[config.mk]
export PLATFORM = sky130hd
export DESIGN_NAME = cnt_key_ctrl
export DESIGN_NICKNAME = d
export VERILOG_FILES = /design/src/rtl/cnt_pkg.sv /design/src/rtl/bcd2_updown.sv /design/src/rtl/cnt_key_ctrl.sv
export SDC_FILE = /design/constraint.sdc
export NUM_CORES = 1
export LEC_CHECK = 0
export ABC_CLOCK_PERIOD_IN_PS = 2800
export BUFFER_PORTS_ARGS = -buffer_cell sky130_fd_sc_hd__buf_2
export CAP_MARGIN = 20
export CORE_ASPECT_RATIO = 0.5
export CORE_MARGIN = 3
export CORE_UTILIZATION = 55
export DETAILED_ROUTE_END_ITERATION = 16
export PLACE_DENSITY = 0.77
export SETUP_SLACK_MARGIN = 0.15
export SYNTH_ARGS = -nofsm -noshare
export SYNTH_HDL_FRONTEND = slang
export SYNTH_HIERARCHICAL = 1
export SYNTH_SLANG_ARGS = --single-unit
[constraint.sdc]
create_clock -name clk -period 2.8 [get_ports clk]
set_input_delay 0.14 -clock clk [delete_from_list [all_inputs] [get_ports clk]]
set_output_delay 0.14 -clock clk [all_outputs]
set_load 0.05 [all_outputs]
[src/rtl/cnt_pkg.sv]
// Shared definitions for the two-digit BCD key counter: FSM encoding,
// BCD limits and the default 50 MHz timing constants.
package cnt_pkg;

    // FSM state encoding, 3 bits wide
    localparam logic [2:0] ST_IDLE     = 3'd0;
    localparam logic [2:0] ST_HOLD_INC = 3'd1;
    localparam logic [2:0] ST_RPT_INC  = 3'd2;
    localparam logic [2:0] ST_HOLD_DEC = 3'd3;
    localparam logic [2:0] ST_RPT_DEC  = 3'd4;

    // Largest legal BCD digit
    localparam logic [3:0] BCD_MAX = 4'h9;

    // Default timing at 50 MHz: 500 ms before auto-repeat, then 100 ms per step
    localparam int unsigned HOLD_CYC_DEF = 25_000_000;
    localparam int unsigned RPT_CYC_DEF  = 5_000_000;
    localparam int unsigned TMR_W_DEF    = 25;

    // Clamp a nibble into the BCD range so a corrupted digit behaves as 9
    function automatic logic [3:0] bcd_sat(input logic [3:0] digit);
        return (digit > BCD_MAX) ? BCD_MAX : digit;
    endfunction

endpackage

[src/rtl/bcd2_updown.sv]
// Two-digit BCD up/down register with wrap flag. The step inputs are
// single-cycle commands; clr has priority and never raises wrap.
module bcd2_updown
    import cnt_pkg::*;
(
    input  logic       clk,
    input  logic       rst_n,
    input  logic       clr,
    input  logic       step_inc,
    input  logic       step_dec,
    output logic [7:0] cnt,
    output logic       wrap
);

    logic [3:0] tens_sat;
    logic [3:0] units_sat;
    logic [7:0] cnt_nxt;
    logic       wrap_nxt;

    // Next count and wrap flag from the current digits and the step command
    always_comb begin
        // NOTE: every output of a combinational block gets a default first;
        // a path that leaves one unassigned would infer a latch.
        tens_sat  = bcd_sat(cnt[7:4]);
        units_sat = bcd_sat(cnt[3:0]);
        cnt_nxt   = cnt;
        wrap_nxt  = 1'b0;
        if (clr) begin
            cnt_nxt = 8'h00;
        end else if (step_inc) begin
            if (units_sat != BCD_MAX) begin
                cnt_nxt = {tens_sat, units_sat + 4'd1};
            end else if (tens_sat != BCD_MAX) begin
                cnt_nxt = {tens_sat + 4'd1, 4'd0};
            end else begin
                cnt_nxt  = 8'h00;
                wrap_nxt = 1'b1;
            end
        end else if (step_dec) begin
            if (units_sat != 4'd0) begin
                cnt_nxt = {tens_sat, units_sat - 4'd1};
            end else if (tens_sat != 4'd0) begin
                cnt_nxt = {tens_sat - 4'd1, BCD_MAX};
            end else begin
                cnt_nxt  = {BCD_MAX, BCD_MAX};
                wrap_nxt = 1'b1;
            end
        end
    end

    // Count and wrap registers
    always_ff @(posedge clk or negedge rst_n) begin
        // NOTE: sequential state uses non-blocking assignments so every
        // register samples the pre-edge values regardless of block order.
        if (!rst_n) begin
            cnt  <= 8'h00;
            wrap <= 1'b0;
        end else begin
            cnt  <= cnt_nxt;
            wrap <= wrap_nxt;
        end
    end

endmodule

[src/rtl/cnt_key_ctrl.sv]
// Key controller for the two-digit BCD display counter. Arbitrates clear,
// increment and decrement keys, adds long-press auto-repeat and drives the
// BCD register with single-cycle step commands.
module cnt_key_ctrl
    import cnt_pkg::*;
#(
    parameter int unsigned HOLD_CYC = HOLD_CYC_DEF,
    parameter int unsigned RPT_CYC  = RPT_CYC_DEF,
    parameter int unsigned TMR_W    = TMR_W_DEF
) (
    input  logic       clk,
    input  logic       rst_n,
    input  logic       key_inc_rise,
    input  logic       key_inc_lvl,
    input  logic       key_dec_rise,
    input  logic       key_dec_lvl,
    input  logic       key_clr_rise,
    output logic [7:0] cnt_out,
    output logic       cnt_step,
    output logic       cnt_wrap,
    output logic       busy
);

    localparam logic [TMR_W-1:0] HOLD_LAST = TMR_W'(HOLD_CYC - 1);
    localparam logic [TMR_W-1:0] RPT_LAST  = TMR_W'(RPT_CYC - 1);
    localparam logic [TMR_W-1:0] TMR_ONE   = TMR_W'(1);

    logic [2:0]       state;
    logic [2:0]       state_nxt;
    logic [TMR_W-1:0] tmr;
    logic [TMR_W-1:0] tmr_nxt;
    logic             do_inc;
    logic             do_dec;
    logic             do_clr;

    // Arbitration and press/hold/repeat sequencing; clear wins over everything
    always_comb begin
        state_nxt = state;
        tmr_nxt   = tmr;
        do_inc    = 1'b0;
        do_dec    = 1'b0;
        do_clr    = 1'b0;
        if (key_clr_rise) begin
            do_clr    = 1'b1;
            state_nxt = ST_IDLE;
            tmr_nxt   = '0;
        end else begin
            case (state)
                ST_IDLE: begin
                    tmr_nxt = '0;
                    if (key_inc_rise) begin
                        do_inc    = 1'b1;
                        state_nxt = ST_HOLD_INC;
                    end else if (key_dec_rise) begin
                        do_dec    = 1'b1;
                        state_nxt = ST_HOLD_DEC;
                    end
                end
                ST_HOLD_INC: begin
                    if (!key_inc_lvl) begin
                        state_nxt = ST_IDLE;
                        tmr_nxt   = '0;
                    end else if (tmr == HOLD_LAST) begin
                        do_inc    = 1'b1;
                        state_nxt = ST_RPT_INC;
                        tmr_nxt   = '0;
                    end else begin
                        tmr_nxt = tmr + TMR_ONE;
                    end
                end
                ST_RPT_INC: begin
                    if (!key_inc_lvl) begin
                        state_nxt = ST_IDLE;
                        tmr_nxt   = '0;
                    end else if (tmr == RPT_LAST) begin
                        do_inc  = 1'b1;
                        tmr_nxt = '0;
                    end else begin
                        tmr_nxt = tmr + TMR_ONE;
                    end
                end
                ST_HOLD_DEC: begin
                    if (!key_dec_lvl) begin
                        state_nxt = ST_IDLE;
                        tmr_nxt   = '0;
                    end else if (tmr == HOLD_LAST) begin
                        do_dec    = 1'b1;
                        state_nxt = ST_RPT_DEC;
                        tmr_nxt   = '0;
                    end else begin
                        tmr_nxt = tmr + TMR_ONE;
                    end
                end
                ST_RPT_DEC: begin
                    if (!key_dec_lvl) begin
                        state_nxt = ST_IDLE;
                        tmr_nxt   = '0;
                    end else if (tmr == RPT_LAST) begin
                        do_dec  = 1'b1;
                        tmr_nxt = '0;
                    end else begin
                        tmr_nxt = tmr + TMR_ONE;
                    end
                end
                default: begin
                    state_nxt = ST_IDLE;
                    tmr_nxt   = '0;
                end
            endcase
        end
    end

    // FSM state, timer, step pulse and busy flag registers
    always_ff @(posedge clk or negedge rst_n) begin
        if (!rst_n) begin
            state    <= ST_IDLE;
            tmr      <= '0;
            cnt_step <= 1'b0;
            busy     <= 1'b0;
        end else begin
            state    <= state_nxt;
            tmr      <= tmr_nxt;
            cnt_step <= do_inc | do_dec;
            // Registered from the next state so busy tracks the state register
            busy     <= (state_nxt != ST_IDLE);
        end
    end

    bcd2_updown u_bcd (
        .clk      (clk),
        .rst_n    (rst_n),
        .clr      (do_clr),
        .step_inc (do_inc),
        .step_dec (do_dec),
        .cnt      (cnt_out),
        .wrap     (cnt_wrap)
    );

endmodule

==> reports/results.txt, run 1 <==
Slew Limit Fails: 0
RePlAce Congestion: 0.8929
number of port buffers: 17
Compound-Gate Fraction of Synth Area: 14.31%
Worst Setup Start Kind: flop
Mean Syn Cell Area: 9.341 µm²
worst setup margin: 0.1291 ns
Syn Inst Count: 279
vias in the first global route: 2225
Post-Layout Cell Count: 380
PwrDens: 463.5 nW/µm²
first-pass GRT wire length: 10430 µm
Sum Neg Setup Slack: 0 ns
post-layout minimum cycle time: 2.671 ns
IO Count: 18
Power Total: 1.441 mW
clock transition at the registers of the reported paths: 0.08 ns
die width: 103.4 µm
WHS Path Cells: 3
DRC Markers: 0
Pleak: 1.297 nW
CP max stage delay: 0.55 ns
post-synthesis register bit count: 39
Worst Hold Class: in -> reg
unique cell type count in the Yosys netlist: 62
CP Data Required Time: 2.95 ns
RSZ-0062 raised after global routing: true
Inserted Clock Buffers: 5
Initial Utilization: 61.70%
Worst Max-Slew Pin Slew: 0.8806 ns
largest net degree at the start of global routing: 40
Final Hold Viols: 0
Worst Skew: 0.01056 ns
worst path cell trace: or4_4 > nor4_4 > buf_4 > a21oi_1 > a211oi_2 > buf_4 > buf_4 > nor2b_4 > a221oi_1 > a211oi_1
gr usage total: 24.36%
FFs w/ async S/R, synth: 100.0%
status: finished, final reports clean
DRT Pass-1 Iters: 5
core area: 4224 µm²
CTS max path bufs: 2
Worst path slowest cell: or4_4
Worst Reg-to-Reg Cells: 10
global route overflow: 0
reg2reg end: u_bcd/cnt[3]
Die H: 54.68 µm
DRT iter0 DRCs: 131
Synth Warn #: 6
crit path kind: reg -> reg
most frequent CP cell: buf_4
most used flip-flop cell after synthesis: dfrtp_1
via count: 2316
mux contribution to synthesized area: 0.8161%
row count: 16
# nets final: 327
critical path fanouts, max: 7
relative slew slack: 41.29%
Final Setup Violations: 0
largest family of logic cells by synthesized area: simple AND/OR/NAND/NOR gates
DP HPWL: 4215 µm
critical path capture point type: flop
Post-Synth Simple-Gate Area: 32.60%
Synth Area in Adders: 1.920%
worst slack, placed: -0.01165 ns
final worst path period share: 95.39%
htree depth: 2
max_cap viols: 0
Netlist Area Pre-Place: 2606 µm²
Post-synth EDFFs: 0
Root Buffer: clkbuf_8
Total Routed Length: 6463 µm
Vias/cell: 6.095
min-delay src: key_inc_rise
Util after Layout: 73.58%
sequential area share after synthesis: 37.45%
placed cell count: 361
post-route ant nets: 0
post-synth net total: 290
drt wl/cell: 17.01 µm
TritonCTS clock tree: built
diode count: 0
Highest Clock Rate: 0.3744 GHz
Worst VDD drop: 0.2848 mV
reg-to-reg slack, setup: 0.13 ns
layout cell share with drive strength beyond 1: 28.71%
# clock sinks: 39
XOR/XNOR share of the synthesized area: 8.065%
Layout area overhead: 19.25%
worst path arrival time: 2.82 ns
worst skew pair latency: 0.29 ns
die area: 5651 µm²
reg2reg start: tmr[24]
WHS Endpoint: state[0]
initial antenna violation count: 0
[cells in the mapped netlist, types with 3 or more instances]
cell type | number | area, µm²
xor2_1 | 16 | 140.1
a21oi_1 | 12 | 60.06
nor2_1 | 39 | 146.4
xnor2_1 | 8 | 70.07
or4_1 | 3 | 22.52
o21a_1 | 4 | 30.03
o21bai_1 | 5 | 37.54
nor4_4 | 3 | 63.81
buf_6 | 5 | 56.30
nand3_1 | 13 | 65.06
a211oi_2 | 3 | 37.54
nor3_1 | 5 | 25.02
buf_2 | 4 | 20.02
nand2_1 | 21 | 78.83
dfrtp_1 | 39 | 975.9
nand4_1 | 16 | 100.1
nor2_2 | 7 | 43.79
nor4_2 | 3 | 37.54
and3_1 | 8 | 50.05
ha_1 | 4 | 50.05
nor2b_1 | 6 | 37.54
inv_1 | 6 | 22.52
[where the power goes]
group | switching, mW | internal, mW
Combinational | 0.165 | 0.0950
Clock | 0.210 | 0.356
Sequential | 0.0374 | 0.578
Total | 0.412 | 1.03
[through the flow]
stage          area [µm²]  hold WS (ns)
6_report             3108        0.1791
5_1_grt              3108        0.1797
4_1_cts              2982        0.1581
3_5_place_dp         2790        0.3058
3_3_place_gp         2790        0.2976
2_1_floorplan        2606       -0.1556
[flip-flops by register name (all words and copies together) (netlist names)]
name,flops
busy,1
cnt_step,1
state,3
tmr,25
u_bcd/cnt,8
u_bcd/wrap,1
[layout by cell type (no fill, tap or decap), types with 2 or more instances in the layout]
cell	instances
ha_1	4
buf_2	17
o21ai_0	2
and2_1	2
nand2_1	21
clkbuf_8	5
nor2_1	38
xnor2_1	8
or4_1	2
nor3_1	5
nand3_1	13
or4b_4	2
bufinv_16	2
nor2_2	7
nand4_1	16
inv_1	6
a211oi_2	3
and3_1	8
nor2b_1	4
o21a_1	4
nor4_2	4
o211ai_1	2
dfrtp_1	38
buf_4	26
o21ai_1	2
o21bai_1	5
nor4_4	4
a21oi_1	11
xor2_1	16
[what timing repair did]
action	4_1_cts	5_1_grt
hold endpoints to repair	22	0
pin swaps	4	16
resized for setup	5	14
endpoints found under the setup margin	7	8
setup buffers	3	7
hold buffers	1	0
[metal layers]
| layer | share of wire, % | vias up | routed length [µm] | global-route usage [%] |
|---|---|---|---|---|
| met5 | 0 | - | 0 | 0 |
| met3 | 6.2 | 17 | 401 | 5.598 |
| met1 | 42 | 1113 | 2716 | 30.09 |
| met4 | 2.7 | 0 | 175 | 10.32 |
| li1 | - | 1086 | - | - |
| met2 | 49 | 100 | 3169 | 41.77 |
[cell type report]
cell class	count	area [µm²]
Tap cell	63	78.83
Clock inverter	3	67.56
Timing Repair Buffer	44	290.3
Fill cell	303	1116
Clock buffer	5	68.82
Sequential cell	39	977.2
Multi-Input combinational cell	219	1599
Inverter	7	26.28
[cell families (layout without fill, tap and decap cells)]
group	after synthesis	in the layout
AO/OA/AOI/OAI	46	46
XOR/XNOR	24	24
adder cells (fa/ha/maj)	4	4
buffers and inverters	21	59
flip-flops	39	39
multiplexers	2	2
AND/OR/NAND/NOR	143	143
[critical path: cells and delay by family, from the launching register on]
family	cells	cell delay (ns)
DFF	1	0.40
AOI/OAI and AO/OA	4	0.75
buffers and inverters	3	0.51
and+or+nand+nor	3	0.87
[worst max path at each step]
stage          startpoint  cells after the start            to
2_1_floorplan     tmr[10]                      9  u_bcd/cnt[3]
3_3_place_gp      tmr[10]                      9  u_bcd/cnt[6]
3_5_place_dp      tmr[24]                     10  u_bcd/cnt[7]
4_1_cts           tmr[22]                      9  u_bcd/cnt[6]
5_1_grt           tmr[24]                     10  u_bcd/cnt[7]
6_report          tmr[24]                     10  u_bcd/cnt[3]
(Power assumes the default switching activity.)
==> inputs of run 2 (changes only) <==
- CORE_UTILIZATION: 55 -> 57
- CTS_BUF_LIST: default -> sky130_fd_sc_hd__clkbuf_8
- PLACE_DENSITY: 0.77 -> 0.79
==> reports/results.txt, run 2 (same netlist as run 1, synthesis figures left out) <==
status: complete, but fails checks
failing checks: hold timing
die area: 5469 µm² (-3.2%)
Initial Utilization: 62.89% (+1.2 points)
# nets final: 326 (-0.31%)
Psw: 0.4146 mW (+0.63%)
Clock power frac: 29.3% (-10 points)
IO Count: 18 (unchanged)
placed cell count: 351 (-2.8%)
Inserted Clock Buffers: 5 (unchanged)
drt wl/cell: 16.45 µm (-3.3%)
relative slew slack: 41.29% (about the same)
most common cell after layout, fill and taps aside: dfrtp_1
Worst VDD drop: 0.3409 mV (+20%)
Sum Neg Setup Slack: 0 ns (unchanged)
Highest Clock Rate: 0.3755 GHz (+0.29%)
initial antenna violation count: 0 (unchanged)
first-pass GRT wire length: 10080 µm (-3.3%)
Final Setup Violations: 0 (unchanged)
Slew Limit Fails: 0 (unchanged)
DRT Pass-1 Iters: 5 (unchanged)
Post-Layout Cell Count: 370 (-2.6%)
reg-to-reg slack, setup: 0.14 ns (about the same)
DP HPWL: 4005 µm (-5.0%)
post-layout minimum cycle time: 2.663 ns (-0.007815 ns)
reg2reg start: tmr[17]
global route overflow: 0 (unchanged)
Vias/cell: 6.235 (+2.3%)
DRT iter0 DRCs: 98 (-25%)
Combinational Power Share: 22.1% (+4.1 points)
CP delay by family, top: simple AND/OR/NAND/NOR gates
Worst Hold Class: in -> async
CP Data Required Time: 3.02 ns (+0.07 ns)
CTS max path bufs: 2 (unchanged)
core area: 4144 µm² (-1.9%)
critical path capture point type: flop
number of port buffers: 17 (unchanged)
# clock sinks: 39 (unchanged)
reg2reg end: u_bcd/cnt[6]
post-route ant nets: 0 (unchanged)
layout cell share with drive strength beyond 1: 28.80% (+0.091 points)
via count: 2307 (-0.39%)
CP startpoint: tmr[17]
internal power component: 0.8546 mW (-17%)
die width: 101.6 µm (-1.7%)
most frequent cells in the layout: dfrtp_1 (39), nor2_1 (37), nand2_1 (21), buf_4 (21), buf_2 (17)
row count: 16 (unchanged)
max_cap viols: 0 (unchanged)
PwrDens: 415.4 nW/µm² (-10%)
Die H: 53.82 µm (-1.6%)
Worst Setup Start Kind: flop
worst path arrival time: 2.88 ns (+0.06 ns)
Layout area overhead: 17.23%
Root Buffer: clkbuf_8
Worst Max-Slew Pin Slew: 0.8806 ns (-0.00004613 ns)
number of buffers and inverters on the critical path: 1 (-2)
RSZ-0062 raised after global routing: true
vias in the first global route: 2124 (-4.5%)
Worst Skew: 0.004595 ns (-0.005964 ns)
DRC Markers: 0 (unchanged)
CP max stage delay: 0.55 ns (about the same)
worst hold margin: -0.04267 ns (-0.2218 ns)
TritonCTS clock tree: built
diode count: 0 (unchanged)
Sw Ratio: 32.66% (+4.1 points)
worst skew pair latency: 0.30 ns (about the same)
worst path cell trace: or4b_4 > nor4_4 > nand4_1 > a211oi_2 > buf_6 > nor4_2 > and3_1 > nand4bb_1 > a41oi_2
Pleak: 1.283 nW (-1.1%)
Total Routed Length: 6086 µm (-5.8%)
critical path fanouts, max: 6 (-1)
gr usage total: 23.80% (-0.56 points)
Final Hold Viols: 39 (+39)
clock transition at the registers of the reported paths: 0.08 ns (about the same)
register with the most flip-flops: tmr
largest registers: tmr: 25 flops, u_bcd/cnt: 8 flops, state: 3 flops
Worst path slowest cell: or4b_4
register area: 975.9 µm² (-0.13%)
WP depth: 9 (-1)
RePlAce Congestion: 0.9284 (+4.0%)
largest net degree at the start of global routing: 40 (unchanged)
Worst Reg-to-Reg Cells: 9 (-1)
final worst path period share: 95.11% (-0.28 points)
crit path kind: reg -> reg
Multi-input gate area: 1605 µm² (+0.39%)
Fillers: 302 (-0.33%)
htree depth: 2 (unchanged)
max reg flops: 25 (unchanged)
part of the power in registers: 48.5% (+5.8 points)
[run 2: cell types whose count changed in the layout (fill, tap and decap cells not counted), sizes merged]
| cell | previous run | this run |
|---|---|---|
| bufinv | 2 | 0 |
| inv | 7 | 9 |
| dlygate4sd3 | 1 | 0 |
| clkinv | 0 | 1 |
| clkinvlp | 1 | 0 |
[run 2: layout make-up]
cell class | instances | area share (%)
repair buffers | 43 | 9.787
multi-input cells | 219 | 52.54
inverters | 7 | 0.8600
flip-flops and latches | 39 | 31.94
clock inverters | 3 | 0.4095
well taps | 54 | 2.211
clock buffers | 5 | 2.252
[run 2: timing repair]
action                     CTS  global route
gates resized for setup      3            23
hold buffers                 0             0
setup endpoints to repair    5             8
pin swaps                    2            18
buffers inserted             3             8
[run 2: worst max path at each step]
stage | endpoint | slack [ns]
2_1_floorplan | u_bcd/cnt[3] | 0.16
3_3_place_gp | u_bcd/cnt[6] | 0.18
3_5_place_dp | u_bcd/cnt[6] | 0.1
4_1_cts | u_bcd/cnt[6] | 0.16
5_1_grt | u_bcd/cnt[6] | 0.02
6_report | u_bcd/cnt[6] | 0.14
[run 2: power by group through the flow]
| stage | Clock [mW] | Combinational, mW | Sequential [mW] |
|---|---|---|---|
| after floorplan | 0 | 0.158 | 0.646 |
| after global placement | 0 | 0.231 | 0.623 |
| after detailed placement | 0 | 0.237 | 0.624 |
| after CTS | 0.368 | 0.244 | 0.614 |
| after global routing | 0.399 | 0.303 | 0.621 |
| final | 0.372 | 0.281 | 0.616 |
[run 2: per-stage QoR]
stage	total power, mW	cell area, µm²	util (%)	setup WS, ns
after floorplan	0.8041	2606	-	0.1635
after global placement	0.8539	2771	66.88	0.1774
after detailed placement	0.8612	2771	66.88	0.09646
after CTS	1.226	2887	69.66	0.1576
after global routing	1.324	3055	73.73	0.02035
final	1.269	3055	73.73	0.1369
[run 2: worst reg2reg max path, cell delays in order, from the launching register on]
cell	delay, ns
dfrtp_1	0.40
or4b_4	0.55
nor4_4	0.40
nand4_1	0.17
a211oi_2	0.26
buf_6	0.16
nor4_2	0.04
and3_1	0.21
nand4bb_1	0.20
a41oi_2	0.19
[run 2: layer usage]
| metal | track usage (%) | up-vias | routed length (µm) |
|---|---|---|---|
| met5 | 0 | - | 0 |
| met4 | 6.181 | 0 | 106 |
| met3 | 4.528 | 17 | 304 |
| met2 | 40.04 | 79 | 3020 |
| met1 | 32.17 | 1126 | 2653 |
| li1 | - | 1085 | - |
==> inputs of run 3 (changes only) <==
- ABC_AREA: default -> 1
- CAP_MARGIN: 20 -> default
==> reports/results.txt, run 3 <==
vias in the first global route: 2431 (+14%)
DRT Pass-1 Iters: 5 (unchanged)
crit path kind: reg -> reg
Highest Clock Rate: 0.4329 GHz (+15%)
Worst Max-Slew Pin Slew: 0.8615 ns (-0.01907 ns)
worst slack, placed: 0.3316 ns (+0.2351 ns)
relative slew slack: 42.57% (+1.3 points)
critical path capture point type: flop
DRT iter0 DRCs: 202 (+110%)
Layout area overhead: 9.128%
PwrDens: 620.0 nW/µm² (+49%)
Sum Neg Setup Slack: 0 ns (unchanged)
sequential area share after synthesis: 34.90% (-2.5 points)
Synth Warn #: 6 (unchanged)
layout cell share with drive strength beyond 1: 18.48% (-10 points)
CTS max path bufs: 2 (unchanged)
worst skew pair latency: 0.31 ns (about the same)
gr usage total: 22.39% (-1.4 points)
Die H: 55.53 µm (+3.2%)
worst hold margin: 0.1039 ns (+0.1466 ns)
Worst Setup Start Kind: flop
global route overflow: 0 (unchanged)
internal power component: 1.081 mW (+26%)
largest registers: tmr: 25 flops, u_bcd/cnt: 8 flops, state: 3 flops
Synth top cells by count: nand2_1 (106), inv_1 (48), nor2_1 (47)
Pleak: 1.468 nW (+14%)
IO Count: 18 (unchanged)
Mean Syn Cell Area: 7.009 µm² (-25%)
most used flip-flop cell after synthesis: dfrtp_1
largest net degree at the start of global routing: 40 (unchanged)
RSZ-0062 raised after global routing: false
CP max stage delay: 0.41 ns (-0.14 ns)
Psw: 0.8111 mW (+96%)
initial antenna violation count: 0 (unchanged)
Final Setup Violations: 0 (unchanged)
part of the power in registers: 36.0% (-13 points)
layer carrying the most global-route usage: met2
Root Buffer: clkbuf_8
Worst Skew: 0.004247 ns (-0.0003483 ns)
status: finished, final reports clean
leading area contributor after synthesis: dfrtp_1
Post-Layout Cell Count: 488 (+32%)
Power Total: 1.892 mW (+49%)
CP Data Required Time: 3.00 ns (-0.02 ns)
via count: 2588 (+12%)
Inserted Clock Buffers: 5 (unchanged)
# nets final: 432 (+33%)
post-route ant nets: 0 (unchanged)
number of buffers and inverters on the critical path: 2 (+1)
register with the most flip-flops: tmr
# clock sinks: 39 (unchanged)
DP HPWL: 4560 µm (+14%)
die area: 5834 µm² (+6.7%)
met1 global-route usage: 28.85% (-3.3 points)
placed cell count: 479 (+36%)
post-synth net total: 410 (+41%)
Worst Hold Class: in -> reg
critical path fanouts, max: 9 (+3)
htree depth: 2 (unchanged)
TritonCTS clock tree: built
core area: 4552 µm² (+9.8%)
final worst path period share: 82.50% (-13 points)
Combinational Power Share: 37.7% (+16 points)
max reg flops: 25 (unchanged)
GR Layer Usage met3: 4.901% (+0.37 points)
Initial Utilization: 61.43% (-1.5 points)
first-pass GRT wire length: 10650 µm (+5.7%)
drt wl/cell: 12.80 µm (-22%)
Sw Ratio: 42.87% (+10 points)
most frequent cells in the layout: nand2_1 (106), inv_1 (47), nor2_1 (47)
Worst VDD drop: 0.7121 mV (+110%)
ranking of synthesized cells by area: dfrtp_1 (35%), nand2_1 (14%), inv_1 (6.4%)
worst setup margin: 0.4901 ns (+0.3531 ns)
Slew Limit Fails: 0 (unchanged)
top cell type's share of synthesized area: 34.90% (-2.5 points)
post-layout minimum cycle time: 2.310 ns (-0.3531 ns)
worst path cell trace: ha_1 > nand2_2 > nor2_4 > nand3_1 > nor2_1 > nand2_1 > nand2_1 > nand3_1 > nand2_1 > nand2_1 > inv_2 > clkinvlp_4 > a21oi_1 > nand2_1 > nand3_1 > nand2_1
met2 Use GR: 36.92% (-3.1 points)
worst path arrival time: 2.51 ns (-0.37 ns)
DRC Markers: 0 (unchanged)
RePlAce Congestion: 0.9875 (+6.4%)
row count: 17 (+1)
unique cell type count in the Yosys netlist: 36 (-42%)
Netlist Area Pre-Place: 2796 µm² (+7.3%)
CP delay by family, top: simple AND/OR/NAND/NOR gates
post-synthesis register bit count: 39 (unchanged)
Vias/cell: 5.303 (-15%)
FFs w/ async S/R, synth: 100.0% (unchanged)
Total Routed Length: 6247 µm (+2.6%)
max_cap viols: 0 (unchanged)
die width: 105.1 µm (+3.4%)
diode count: 0 (unchanged)
most common cell after layout, fill and taps aside: nand2_1
top-count cell post-synth: nand2_1
number of port buffers: 17 (unchanged)
Worst path slowest cell: dfrtp_1
Post-synth EDFFs: 0 (unchanged)
Final Hold Viols: 0 (-100%)
Syn Inst Count: 399 (+43%)
Clock power frac: 26.3% (-3.0 points)
most frequent CP cell: nand2_1
clock transition at the registers of the reported paths: 0.08 ns (about the same)
==> run 3: layout make-up <==
cell class	instances	area (µm²)
fillers	407	1500
flip-flops and latches	39	975.9
repair buffers	18	95.09
well taps	66	82.58
inverters	59	227.7
multi-input cells	298	1554
clock inverters	3	47.55
clock buffers	5	68.82
==> run 3: worst paths after layout <==
check,start,endpoint,slack [ns],cells after the start
max,tmr[0],u_bcd/cnt[4],0.49,16
min reg2reg,tmr[0],tmr[0],0.52,1
min in group asynchronous,rst_n,tmr[12],0.49,2
max in group asynchronous,rst_n,state[2],1.77,2
max reg2reg,tmr[0],u_bcd/cnt[4],0.49,16
min,key_clr_rise,state[0],0.10,2
==> run 3: per-stage QoR <==
stage | utilization, % | cell area, µm²
after global routing | 67.04 | 3052
after CTS | 66.96 | 3048
after floorplan | - | 2796
after detailed placement | 64.18 | 2922
after global placement | 64.18 | 2922
final | 67.04 | 3052
==> run 3: kinds of logic after synthesis <==
kind of cell / count (synthesis) / synth area share (%)
AOI/OAI and AO/OA: 33 / 6.802
xor gates and xnor gates: 14 / 4.385
adders and majority gates: 4 / 1.790
buffers and inverters: 62 / 9.530
DFF: 39 / 34.90
and+or+nand+nor: 247 / 42.59
==> run 3: metal layers <==
metal	wire length, µm	up-vias
met3	350	14
li1	-	1305
met2	2925	89
met5	0	-
met4	107	0
met1	2863	1180
==> run 3: what timing repair did <==
action                                 4_1_cts  5_1_grt
setup endpoints to repair                    0        1
hold buffers                                 1        0
buffers inserted                             0        0
gates resized for setup                      0        2
endpoints found under the hold margin       39        0
==> run 3: power by group through the flow <==
stage / Clock [mW] / Combinational (mW) / Sequential, mW
3_3_place_gp: 0 / 0.686 / 0.688
6_report: 0.498 / 0.713 / 0.681
5_1_grt: 0.539 / 0.786 / 0.691
2_1_floorplan: 0 / 0.416 / 0.823
3_5_place_dp: 0 / 0.706 / 0.687
4_1_cts: 0.509 / 0.708 / 0.680
